$ cat config.mk
export PLATFORM = sky130hd
export DESIGN_NAME = fifo_sync_hs
export DESIGN_NICKNAME = d
export VERILOG_FILES = /design/src/rtl/fifo_pkg.sv /design/src/rtl/fifo_sync_mem.sv /design/src/rtl/fifo_sync_hs.sv
export SDC_FILE = /design/constraint.sdc
export NUM_CORES = 1
export LEC_CHECK = 0
export ABC_AREA = 1
export BUFFER_PORTS_ARGS = -buffer_cell sky130_fd_sc_hd__buf_2
export CAP_MARGIN = 20
export CORE_MARGIN = 2
export CORE_UTILIZATION = 30
export CTS_CLUSTER_SIZE = 28
export DETAILED_ROUTE_END_ITERATION = 12
export GPL_ROUTABILITY_DRIVEN = 0
export PLACE_DENSITY = 0.5
export SLEW_MARGIN = 20
export SYNTH_ARGS = -nofsm -noshare
export SYNTH_HDL_FRONTEND = slang
export SYNTH_SLANG_ARGS = --single-unit
$ cat constraint.sdc
create_clock -name clk_i -period 2.8 [get_ports clk_i]
set_input_delay 0.56 -clock clk_i [delete_from_list [all_inputs] [get_ports clk_i]]
set_output_delay 0.56 -clock clk_i [all_outputs]
set_load 0.02 [all_outputs]
$ cat src/rtl/fifo_pkg.sv
`default_nettype none
// ============================================================================
// Module      : fifo_pkg
// Description : Shared helpers for the synchronous FIFO: phase-wrap pointer
//               increment and occupancy calculation from phase-bit pointers.
// Revision    : 1.0 - initial release
// ============================================================================
package fifo_pkg;

   // Advance a phase-bit pointer. The low ptr_w-1 bits are the index and
   // the MSB is the phase. Reaching depth-1 wraps the index to 0 and toggles
   // the phase, which keeps non-power-of-two depths unambiguous.
   function automatic logic [31:0] fifo_ptr_incr(input logic [31:0] ptr,
                                                  input int          ptr_w,
                                                  input int          depth);
      logic [31:0] phase_bit;
      logic [31:0] idx_mask;
      logic [31:0] idx;
      logic [31:0] phase;
      phase_bit = 32'd1 << (ptr_w - 1);
      idx_mask  = phase_bit - 32'd1;
      idx       = ptr & idx_mask;
      phase     = ptr & phase_bit;
      if (idx == 32'(depth - 1)) begin
         return phase ^ phase_bit;
      end
      return phase | (idx + 32'd1);
   endfunction

   // Occupancy from write and read pointers. Equal phases mean the writer is
   // in the same lap as the reader; differing phases mean it has wrapped.
   function automatic logic [31:0] fifo_depth(input logic [31:0] wptr,
                                               input logic [31:0] rptr,
                                               input int          ptr_w,
                                               input int          depth);
      logic [31:0] phase_bit;
      logic [31:0] idx_mask;
      logic [31:0] widx;
      logic [31:0] ridx;
      phase_bit = 32'd1 << (ptr_w - 1);
      idx_mask  = phase_bit - 32'd1;
      widx      = wptr & idx_mask;
      ridx      = rptr & idx_mask;
      if ((wptr & phase_bit) == (rptr & phase_bit)) begin
         return widx - ridx;
      end
      return 32'(depth) - ridx + widx;
   endfunction

endpackage
`default_nettype wire

$ cat src/rtl/fifo_sync_mem.sv
`default_nettype none
// ============================================================================
// Module      : fifo_sync_mem
// Description : DEPTH x WIDTH flop array, one write port and one
//               combinational read port. Storage has no reset.
// Revision    : 1.0 - initial release
// ============================================================================
module fifo_sync_mem #(
   parameter int WIDTH  = 16,
   parameter int DEPTH  = 4,
   parameter int ADDR_W = 2
) (
   input  logic              clk,
   input  logic              we,
   input  logic [ADDR_W-1:0] waddr,
   input  logic [WIDTH-1:0]  wdata,
   input  logic [ADDR_W-1:0] raddr,
   output logic [WIDTH-1:0]  rdata
);

   logic [WIDTH-1:0] mem [DEPTH];

   // Write port: capture data into the addressed entry.
   always_ff @(posedge clk) begin
      if (we) begin
         mem[waddr] <= wdata;
      end
   end

   assign rdata = mem[raddr];

endmodule
`default_nettype wire

$ cat src/rtl/fifo_sync_hs.sv
`default_nettype none
// ============================================================================
// Module      : fifo_sync_hs
// Description : Synchronous valid/ready FIFO with phase-bit pointers,
//               occupancy reporting and optional duplicated-pointer checking.
// Revision    : 1.0 - initial release
// ============================================================================
module fifo_sync_hs
   import fifo_pkg::*;
#(
   parameter int WIDTH                = 16,
   parameter int DEPTH                = 4,
   parameter bit OUTPUT_ZERO_IF_EMPTY = 1'b1,
   parameter bit SECURE               = 1'b0,
   localparam int DEPTH_W             = $clog2(DEPTH + 1)
) (
   input  logic               clk_i,
   input  logic               rst_i,
   input  logic               clr_i,
   input  logic               wvalid_i,
   output logic               wready_o,
   input  logic [WIDTH-1:0]   wdata_i,
   output logic               rvalid_o,
   input  logic               rready_i,
   output logic [WIDTH-1:0]   rdata_o,
   output logic               full_o,
   output logic [DEPTH_W-1:0] depth_o,
   output logic               err_o
);

   // Pointer is index plus one phase bit; a single-entry FIFO still needs a
   // one-bit index so the phase bit has somewhere to sit.
   localparam int PTR_W = (($clog2(DEPTH) + 1) < 2) ? 2 : ($clog2(DEPTH) + 1);
   localparam int IDX_W = PTR_W - 1;

   logic [PTR_W-1:0] wptr;
   logic [PTR_W-1:0] rptr;
   logic [PTR_W-1:0] wptr_inc;
   logic [PTR_W-1:0] rptr_inc;
   logic             empty;
   logic             full;
   logic             push;
   logic             pop;
   logic             flush;
   logic [WIDTH-1:0] mem_rdata;

   assign wptr_inc = PTR_W'(fifo_ptr_incr(32'(wptr), PTR_W, DEPTH));
   assign rptr_inc = PTR_W'(fifo_ptr_incr(32'(rptr), PTR_W, DEPTH));

   assign empty = (wptr == rptr);
   assign full  = (wptr[PTR_W-1] != rptr[PTR_W-1]) &&
                  (wptr[IDX_W-1:0] == rptr[IDX_W-1:0]);

   // Handshakes are gated by reset so nothing is offered while it is held.
   assign wready_o = ~full & ~rst_i;
   assign rvalid_o = ~empty & ~rst_i;
   assign push     = wvalid_i & wready_o;
   assign pop      = rvalid_o & rready_i;
   assign flush    = rst_i | clr_i;

   assign full_o  = full;
   assign depth_o = DEPTH_W'(fifo_depth(32'(wptr), 32'(rptr), PTR_W, DEPTH));

   // Pointer update; a flush overrides any handshake seen in the same cycle.
   always_ff @(posedge clk_i) begin
      if (flush) begin
         wptr <= '0;
         rptr <= '0;
      end else begin
         if (push) begin
            wptr <= wptr_inc;
         end
         if (pop) begin
            rptr <= rptr_inc;
         end
      end
   end

   // A write discarded by clr_i is also kept out of storage.
   fifo_sync_mem #(
      .WIDTH  (WIDTH),
      .DEPTH  (DEPTH),
      .ADDR_W (IDX_W)
   ) u_mem (
      .clk   (clk_i),
      .we    (push & ~clr_i),
      .waddr (wptr[IDX_W-1:0]),
      .wdata (wdata_i),
      .raddr (rptr[IDX_W-1:0]),
      .rdata (mem_rdata)
   );

   assign rdata_o = (OUTPUT_ZERO_IF_EMPTY && empty) ? '0 : mem_rdata;

   if (SECURE) begin : g_secure
      logic [PTR_W-1:0] wptr_shadow_q;
      logic [PTR_W-1:0] rptr_shadow_q;
      // Nets give a single observable point for the shadow values.
      wire  [PTR_W-1:0] wptr_shadow = wptr_shadow_q;
      wire  [PTR_W-1:0] rptr_shadow = rptr_shadow_q;

      // Shadow pointers advance on the primary conditions but from their own
      // state, so a corrupted copy stays divergent until flushed.
      always_ff @(posedge clk_i) begin
         if (flush) begin
            wptr_shadow_q <= '0;
            rptr_shadow_q <= '0;
         end else begin
            if (push) begin
               wptr_shadow_q <= PTR_W'(fifo_ptr_incr(32'(wptr_shadow), PTR_W, DEPTH));
            end
            if (pop) begin
               rptr_shadow_q <= PTR_W'(fifo_ptr_incr(32'(rptr_shadow), PTR_W, DEPTH));
            end
         end
      end

      assign err_o = (wptr != wptr_shadow) | (rptr != rptr_shadow);
   end else begin : g_no_secure
      assign err_o = 1'b0;
   end

endmodule
`default_nettype wire

==> impl_metrics.csv, run 1 <==
group,metric,value,unit
outcome,result_of_the_run,"complete, no violations",
power_and_ir_drop,swShare,20.0,%
worst_hold_path,hold_path_depth,1,
setup_path,ff2ff_path_depth,8,
layout,final_layout_size_suffix_gt1_share,29.1,%
setup_path,critical-path-slowest-cell,"dfxtp_1",
timing,timing_max_transition_violations_final,0,
global_routing,globalRouteMet2Util,19.6,%
worst_hold_path,timing.hold.worst.class,"primary input to register",
timing,finalHoldViolCount,0,
placed_design,detailed_place.area,3520,µm²
power_and_ir_drop,cell_internal_pwr,1.91,mW
synth,largest_family_of_logic_cells_by_synthesized_area,"simple AND/OR/NAND/NOR gates",
synth,synthAdderAreaFrac,3.39,%
floorplanning,die_area,11400,µm²
timing,period_minus_slack,2.52,ns
setup_path,path_cells,"inv_1 -> ha_1 -> nand2_1 -> inv_1 -> nand3_4 -> inv_4 -> a21oi_1 -> buf_2",
power_and_ir_drop,powerDensity,631,nW/µm²
synth,synth_simple_gate_area_share,15.9,%
layout,multi_input_area,900,µm²
clock_tree,post-cts-setup-buffers,0,
global_routing,met1_usage,14.7,%
setup_path,slowest_delay,0.39,ns
power_and_ir_drop,total_power,2.39,mW
power_and_ir_drop,total_leakage_power,1.47,nW
layout,syn2layout_area_growth,19.1,%
setup_path,worst_path_dominant_cell_family,"buffers and inverters",
synth,synth_area,3180,µm²
route,detail_route.vias_per_cell,4.34,
layout,seq_area,2080,µm²
setup_path,startpoint_type,"register",
clock_tree,cts-hold-fix-buffers,0,
placed_design,buffer_ports.inserted,42,
floorplanning,i_o_pin_count,44,
synth,ys_seq_elements,72,
power_and_ir_drop,share_clk_of_total_power,44.8,%
synth,post_synthesis_xor_xnor_area_fraction,0.276,%
synth,count_of_warnings_emitted_by_yosys,0,
route,initial_drt_markers,113,
timing,fin_setup_tns,0,ns
route,routed-via-count,2005,
layout,post_route_design_area,3780,µm²
placed_design,placed_cells,446,
layout,final_non_filler_cells,462,
clock_tree,post_cts_resize_count,0,
clock_tree,cts.clk_slew.worst_paths,0.08,ns
setup_path,worstSetupPathDepth,8,
layout,layout.filler_cells,1004,
global_routing,grt_overflow,0,
synth,yosysUniqueCellTypes,28,
synth,seq_area_frac_synth,65.5,%
timing,timing_worst_slew_pin_value,0.592,ns
placed_design,placement.setup.worst_slack,0.636,ns
timing,rsz_0062_raised_after_global_routing,"no",
clock_tree,root_buffer,"clkbuf_8",
power_and_ir_drop,switching_power_total,0.479,mW
synth,synthMuxAreaShare,0,%
route,wire_per_inst,13.6,µm
timing,timing.final.crit_share,90.0,%
global_routing,antenna_found_initial,0,
synth,postSynthNetCount,300,
floorplanning,floorplan.initialDensity,30.8,%
setup_path,worstPathArrival,1.96,ns
setup_path,critPathKind,"register to output port",
route,dr.pass1.iters,4,
clock_tree,cts.sinks,72,
floorplanning,design.core.area,10300,µm²
setup_path,cp_common_cell,"inv_1",
setup_path,critical_path.endpoint_type,"output port",
timing,finalSetupViolations,0,
timing,hold_slack,0.431,ns
global_routing,track_usage,11.8,%
global_routing,use_met3,3.34,%
global_routing,grt_first_pass_wirelength,10.1,mm
floorplanning,die_h,107,µm
power_and_ir_drop,logic_gate_share_of_total_power,5.7,%
layout,n_antenna_cell,0,
clock_tree,clock_tree.buffer_depth,2,
power_and_ir_drop,ir_drop,273,µV
setup_path,worst-path-buf-inv,4,
timing,fmaxAchievable,397,MHz
job,maxCapViolCount,0,
setup_path,cp.required,2.24,ns
power_and_ir_drop,share_seq_of_total_power,49.6,%
route,residual_drc,0,
synth,synth-compound-area-share,8.63,%
synth,postSynthCellCount,271,
placed_design,post-dp-hpwl,4.10,mm
global_routing,gr-max-usage-layer,"met2",
clock_tree,worst_skew_pair.late_latency,0.34,ns
timing,final_worst_clock_skew,0.00979,ns
global_routing,grt_pass1_vias,2003,
clock_tree,cts_htree_levels,3,
timing,relSlewSlack,60.5,%
setup_path,worstPathMaxFanout,17,
timing,layout_setup_ws,0.281,ns
layout,postLayoutCoreUtil,36.6,%
layout,final_net_count,350,
route,antenna_violating_nets_post_route,0,
route,detail_route.wirelength,6.29,mm
floorplanning,die_w,107,µm
clock_tree,cts_tree,"done",
floorplanning,floorplan.rows,37,
synth,synthesis.area_per_instance,11.7,µm²
layout,most-common-layout-cells,"nor2_1 (77), edfxtp_1 (64), buf_2 (42)",
global_routing,pin_count_of_the_biggest_net_entering_global_routing,33,
clock_tree,tritoncts.num_buffers,9,
layout,final_common_cell,"nor2_1",
metal layers:
| metal | share of wire [%] | vias to the layer above |
|---|---|---|
| met5 | 0 | - |
| met1 | 47 | 938 |
| met2 | 49 | 43 |
| met4 | 1.4 | 0 |
| li1 | - | 1016 |
| met3 | 3.0 | 8 |
cell type report:
cell class | instances | share of cell area, %
Clock buffer | 9 | 3.27
Clock inverter | 7 | 3.77
Tap cell | 136 | 4.50
Timing Repair Buffer | 51 | 7.34
Multi-Input combinational cell | 169 | 23.8
Inverter | 18 | 2.28
Sequential cell | 72 | 55.0
flip-flops by register name, summed over array words and instances, names as in the netlist, named ones only:
register / flops
u_mem.mem: 64
wptr: 3
rptr: 3
synth_stat cells, drive strengths merged:
cell / count / area [µm²]
a21oi: 16 / 114
conb: 1 / 3.75
fa: 1 / 20.0
clkbuf: 1 / 5.00
nand2: 20 / 82.6
ha: 7 / 87.6
buf: 11 / 104
inv: 17 / 68.8
bufinv: 1 / 17.5
nor3b: 3 / 37.5
dfxtp: 8 / 160
nand3: 6 / 65.1
nand4: 2 / 12.5
nor2: 80 / 308
edfxtp: 64 / 1920
o21ai: 32 / 160
xor2: 1 / 8.76
final timing paths:
| check | from | end | slack, ns |
|---|---|---|---|
| max | wptr[0] | rdata_o[4] | 0.28 |
| min | wdata_i[11] | u_mem.mem[3][11] | 0.43 |
| max reg2reg | wptr[0] | u_mem.mem[1][5] | 0.77 |
| min reg2reg | rptr[2] | rptr[2] | 0.58 |
power groups by stage:
| stage | sequential, mW | clock (mW) | combinational (mW) |
|---|---|---|---|
| floorplan | 1.21 | 0 | 0.0864 |
| global placement | 1.21 | 0 | 0.136 |
| detailed placement | 1.21 | 0 | 0.137 |
| CTS | 1.18 | 1.09 | 0.138 |
| global route | 1.18 | 1.14 | 0.150 |
| finish | 1.18 | 1.07 | 0.135 |
cell families (layout without fill, tap and decap cells):
| family | count (synthesis) | after routing |
|---|---|---|
| AO/OA/AOI/OAI | 48 | 48 |
| buffers and inverters | 30 | 85 |
| flip-flops | 72 | 72 |
| XOR/XNOR | 1 | 1 |
| AND/OR/NAND/NOR | 111 | 111 |
| adder cells (fa/ha/maj) | 8 | 8 |
| other | 1 | 1 |
(Power assumes the default switching activity.)
==> run 2: changes to the inputs <==
--- a/config.mk
+++ b/config.mk
@@ -14,6 +14,7 @@
 export DETAILED_ROUTE_END_ITERATION = 12
 export GPL_ROUTABILITY_DRIVEN = 0
 export PLACE_DENSITY = 0.5
+export SETUP_SLACK_MARGIN = 0.3
 export SLEW_MARGIN = 20
 export SYNTH_ARGS = -nofsm -noshare
 export SYNTH_HDL_FRONTEND = slang
==> constraint.sdc (replaced) <==
create_clock -name clk_i -period 2.5 [get_ports clk_i]
set_input_delay 0.5 -clock clk_i [delete_from_list [all_inputs] [get_ports clk_i]]
set_output_delay 0.5 -clock clk_i [all_outputs]
set_load 0.02 [all_outputs]
==> run 2 against run 1 <==
Against the previous run: critical endpoint is now rdata_o[15]; first-iteration DRC count down 0.88%; non-clock buffer count is 6 higher; highest routed layer unchanged; core utilization increased by 1.9 points; via count up 2.3%; die area unchanged; clock-buffer cell count increased by 1; global-route usage grew 0.75 points; hold slack got worse by 0.059 ns; sequential power increased by 13%.
==> impl_metrics.csv, run 2 (synthesized netlist as in run 1, its figures left out) <==
group,metric,value,unit
route,detail_route.vias_per_cell,4.36,
route,initial_drt_markers,112,
global_routing,grt_pass1_vias,2063,
layout,final_common_cell,"nor2_1",
clock_tree,tritoncts.num_buffers,9,
floorplanning,floorplan.rows,37,
layout,largest_register_by_flop_count,"u_mem.mem",
setup_path,worstPathArrival,1.71,ns
timing,fmaxAchievable,453,MHz
setup_path,timing.critical_path.from,"wptr[0]",
placed_design,post-dp-hpwl,4.13,mm
layout,syn2layout_area_growth,25.2,%
setup_path,path_cells,"inv_4 -> ha_4 -> nand2_2 -> inv_2 -> nand3_4 -> inv_6 -> a21oi_2 -> buf_4",
setup_path,cp.required,2.00,ns
layout,n_antenna_cell,0,
setup_path,slowest_delay,0.36,ns
global_routing,pin_count_of_the_biggest_net_entering_global_routing,33,
setup_path,startpoint_type,"register",
timing,timing_max_transition_violations_final,0,
setup_path,ff2ff_path_depth,9,
global_routing,grt_first_pass_wirelength,10.7,mm
floorplanning,die_w,107,µm
placed_design,detailed_place.area,3520,µm²
setup_path,critical-path-slowest-cell,"dfxtp_2",
job,maxCapViolCount,0,
timing,final_worst_clock_skew,0.0118,ns
clock_tree,clock_tree.buffer_depth,2,
power_and_ir_drop,total_leakage_power,1.50,nW
floorplanning,design.core.area,10300,µm²
timing,finalHoldViolCount,0,
power_and_ir_drop,powerDensity,650,nW/µm²
clock_tree,cts-hold-fix-buffers,0,
floorplanning,die_area,11400,µm²
clock_tree,cts.sinks,72,
layout,most-common-layout-cells,"nor2_1 (77), edfxtp_1 (64), buf_2 (29)",
clock_tree,cts_tree,"done",
power_and_ir_drop,ir_drop,302,µV
route,residual_drc,0,
clock_tree,cts_htree_levels,3,
worst_hold_path,timing.hold.worst.class,"primary input to register",
layout,number_of_flip_flops_in_the_largest_register,64,
setup_path,critPathKind,"register to output port",
floorplanning,die_h,107,µm
global_routing,grt_overflow,0,
global_routing,antenna_found_initial,0,
timing,timing.final.crit_share,88.3,%
floorplanning,i_o_pin_count,44,
clock_tree,worst_skew_pair.late_latency,0.34,ns
layout,post_route_design_area,3980,µm²
layout,reg_top3,"u_mem.mem x64, rptr x3, wptr x3",
placed_design,buffer_ports.inserted,42,
route,wire_per_inst,14.2,µm
outcome,result_of_the_run,"complete, no violations",
route,dr.pass1.iters,4,
layout,final_layout_size_suffix_gt1_share,35.9,%
setup_path,regToRegEndpoint,"u_mem.mem[2][3]",
global_routing,track_usage,12.6,%
timing,rsz_0062_raised_after_global_routing,"yes",
route,routed-via-count,2051,
timing,fin_setup_tns,0,ns
layout,final_net_count,358,
floorplanning,floorplan.initialDensity,30.8,%
timing,period_minus_slack,2.21,ns
setup_path,worstPathMaxFanout,5,
route,detail_route.wirelength,6.68,mm
timing,finalSetupViolations,0,
setup_path,critical_path.endpoint_type,"output port",
clock_tree,cts.clk_slew.worst_paths,0.08,ns
setup_path,worstSetupEndpoint,"rdata_o[15]",
clock_tree,root_buffer,"clkbuf_8",
route,antenna_violating_nets_post_route,0,
setup_path,r2r_setup_slack,0.60,ns
setup_path,worstReg2RegStart,"wptr[0]",
## run 2: cell types whose count changed in the layout (fill, tap and decap cells not counted), moves of 4 or more
cell	before	now
a21oi_2	9	14
dfxtp_2	0	4
a21oi_1	7	0
buf_6	0	6
inv_1	12	8
buf_2	42	29
buf_4	9	22
dfxtp_1	8	3
## run 2: where the power goes
part / leakage [nW] / total [mW] / internal (mW) / switching [mW]
registers: 0.646 / 1.33 / 1.32 / 0.00521
clock network: 0.118 / 1.07 / 0.660 / 0.410
logic: 0.737 / 0.190 / 0.0706 / 0.120
total: 1.50 / 2.59 / 2.05 / 0.535
## run 2: routing by layer
layer	track usage [%]	vias up	wire length [µm]
met5	0	-	0
met4	5.75	0	136
met3	2.92	13	252
met2	21.2	39	3240
met1	15.3	965	3060
li1	-	1034	-
## run 2: how the worst min path moves through the flow
stage / startpoint / to / cells after the start
6_report: wdata_i[11] / u_mem.mem[3][11] / 1
5_1_grt: wdata_i[11] / u_mem.mem[3][11] / 1
4_1_cts: wdata_i[4] / u_mem.mem[2][4] / 1
3_5_place_dp: rptr[2] / rptr[2] / 3
3_3_place_gp: wptr[2] / wptr[2] / 3
2_1_floorplan: rptr[0] / register / 4
## run 2: worst max-delay path: cells and delay by family, from the launching register on
kind / cells / cell delay, ns
buffers and inverters: 4 / 0.44
flip-flops: 1 / 0.36
adder cells (fa/ha/maj): 1 / 0.26
AND/OR/NAND/NOR: 2 / 0.25
AO/OA/AOI/OAI: 1 / 0.04
## run 2: stage by stage
step           power, mW  setup WS [ns]  util, %  cells  hold WS [ns]
5_1_grt             2.68          0.205     38.5    470         0.366
3_5_place_dp        1.51          0.420     34.1    447         0.580
6_report            2.59          0.292     38.5    470         0.372
2_1_floorplan       1.45          0.299        -    271         0.532
4_1_cts             2.59          0.264     37.5    469         0.358
3_3_place_gp        1.51          0.474     34.1    447         0.570
## run 2: cell type report
class	count	area, µm²
Clock buffer	10	128
Tap cell	136	170
Clock inverter	6	108
Fill cell	991	6350
Sequential cell	72	2090
Inverter	18	101
Timing Repair inverter	2	25.0
Multi-Input combinational cell	169	976
Timing Repair Buffer	57	378
## run 2: repair_timing
| item | CTS | global route |
|---|---|---|
| gates resized for setup | 23 | 26 |
| buffers inserted | 4 | 1 |
| cloned | 2 | 0 |
| endpoints found under the setup margin | 21 | 19 |
| pin swaps | 3 | 2 |
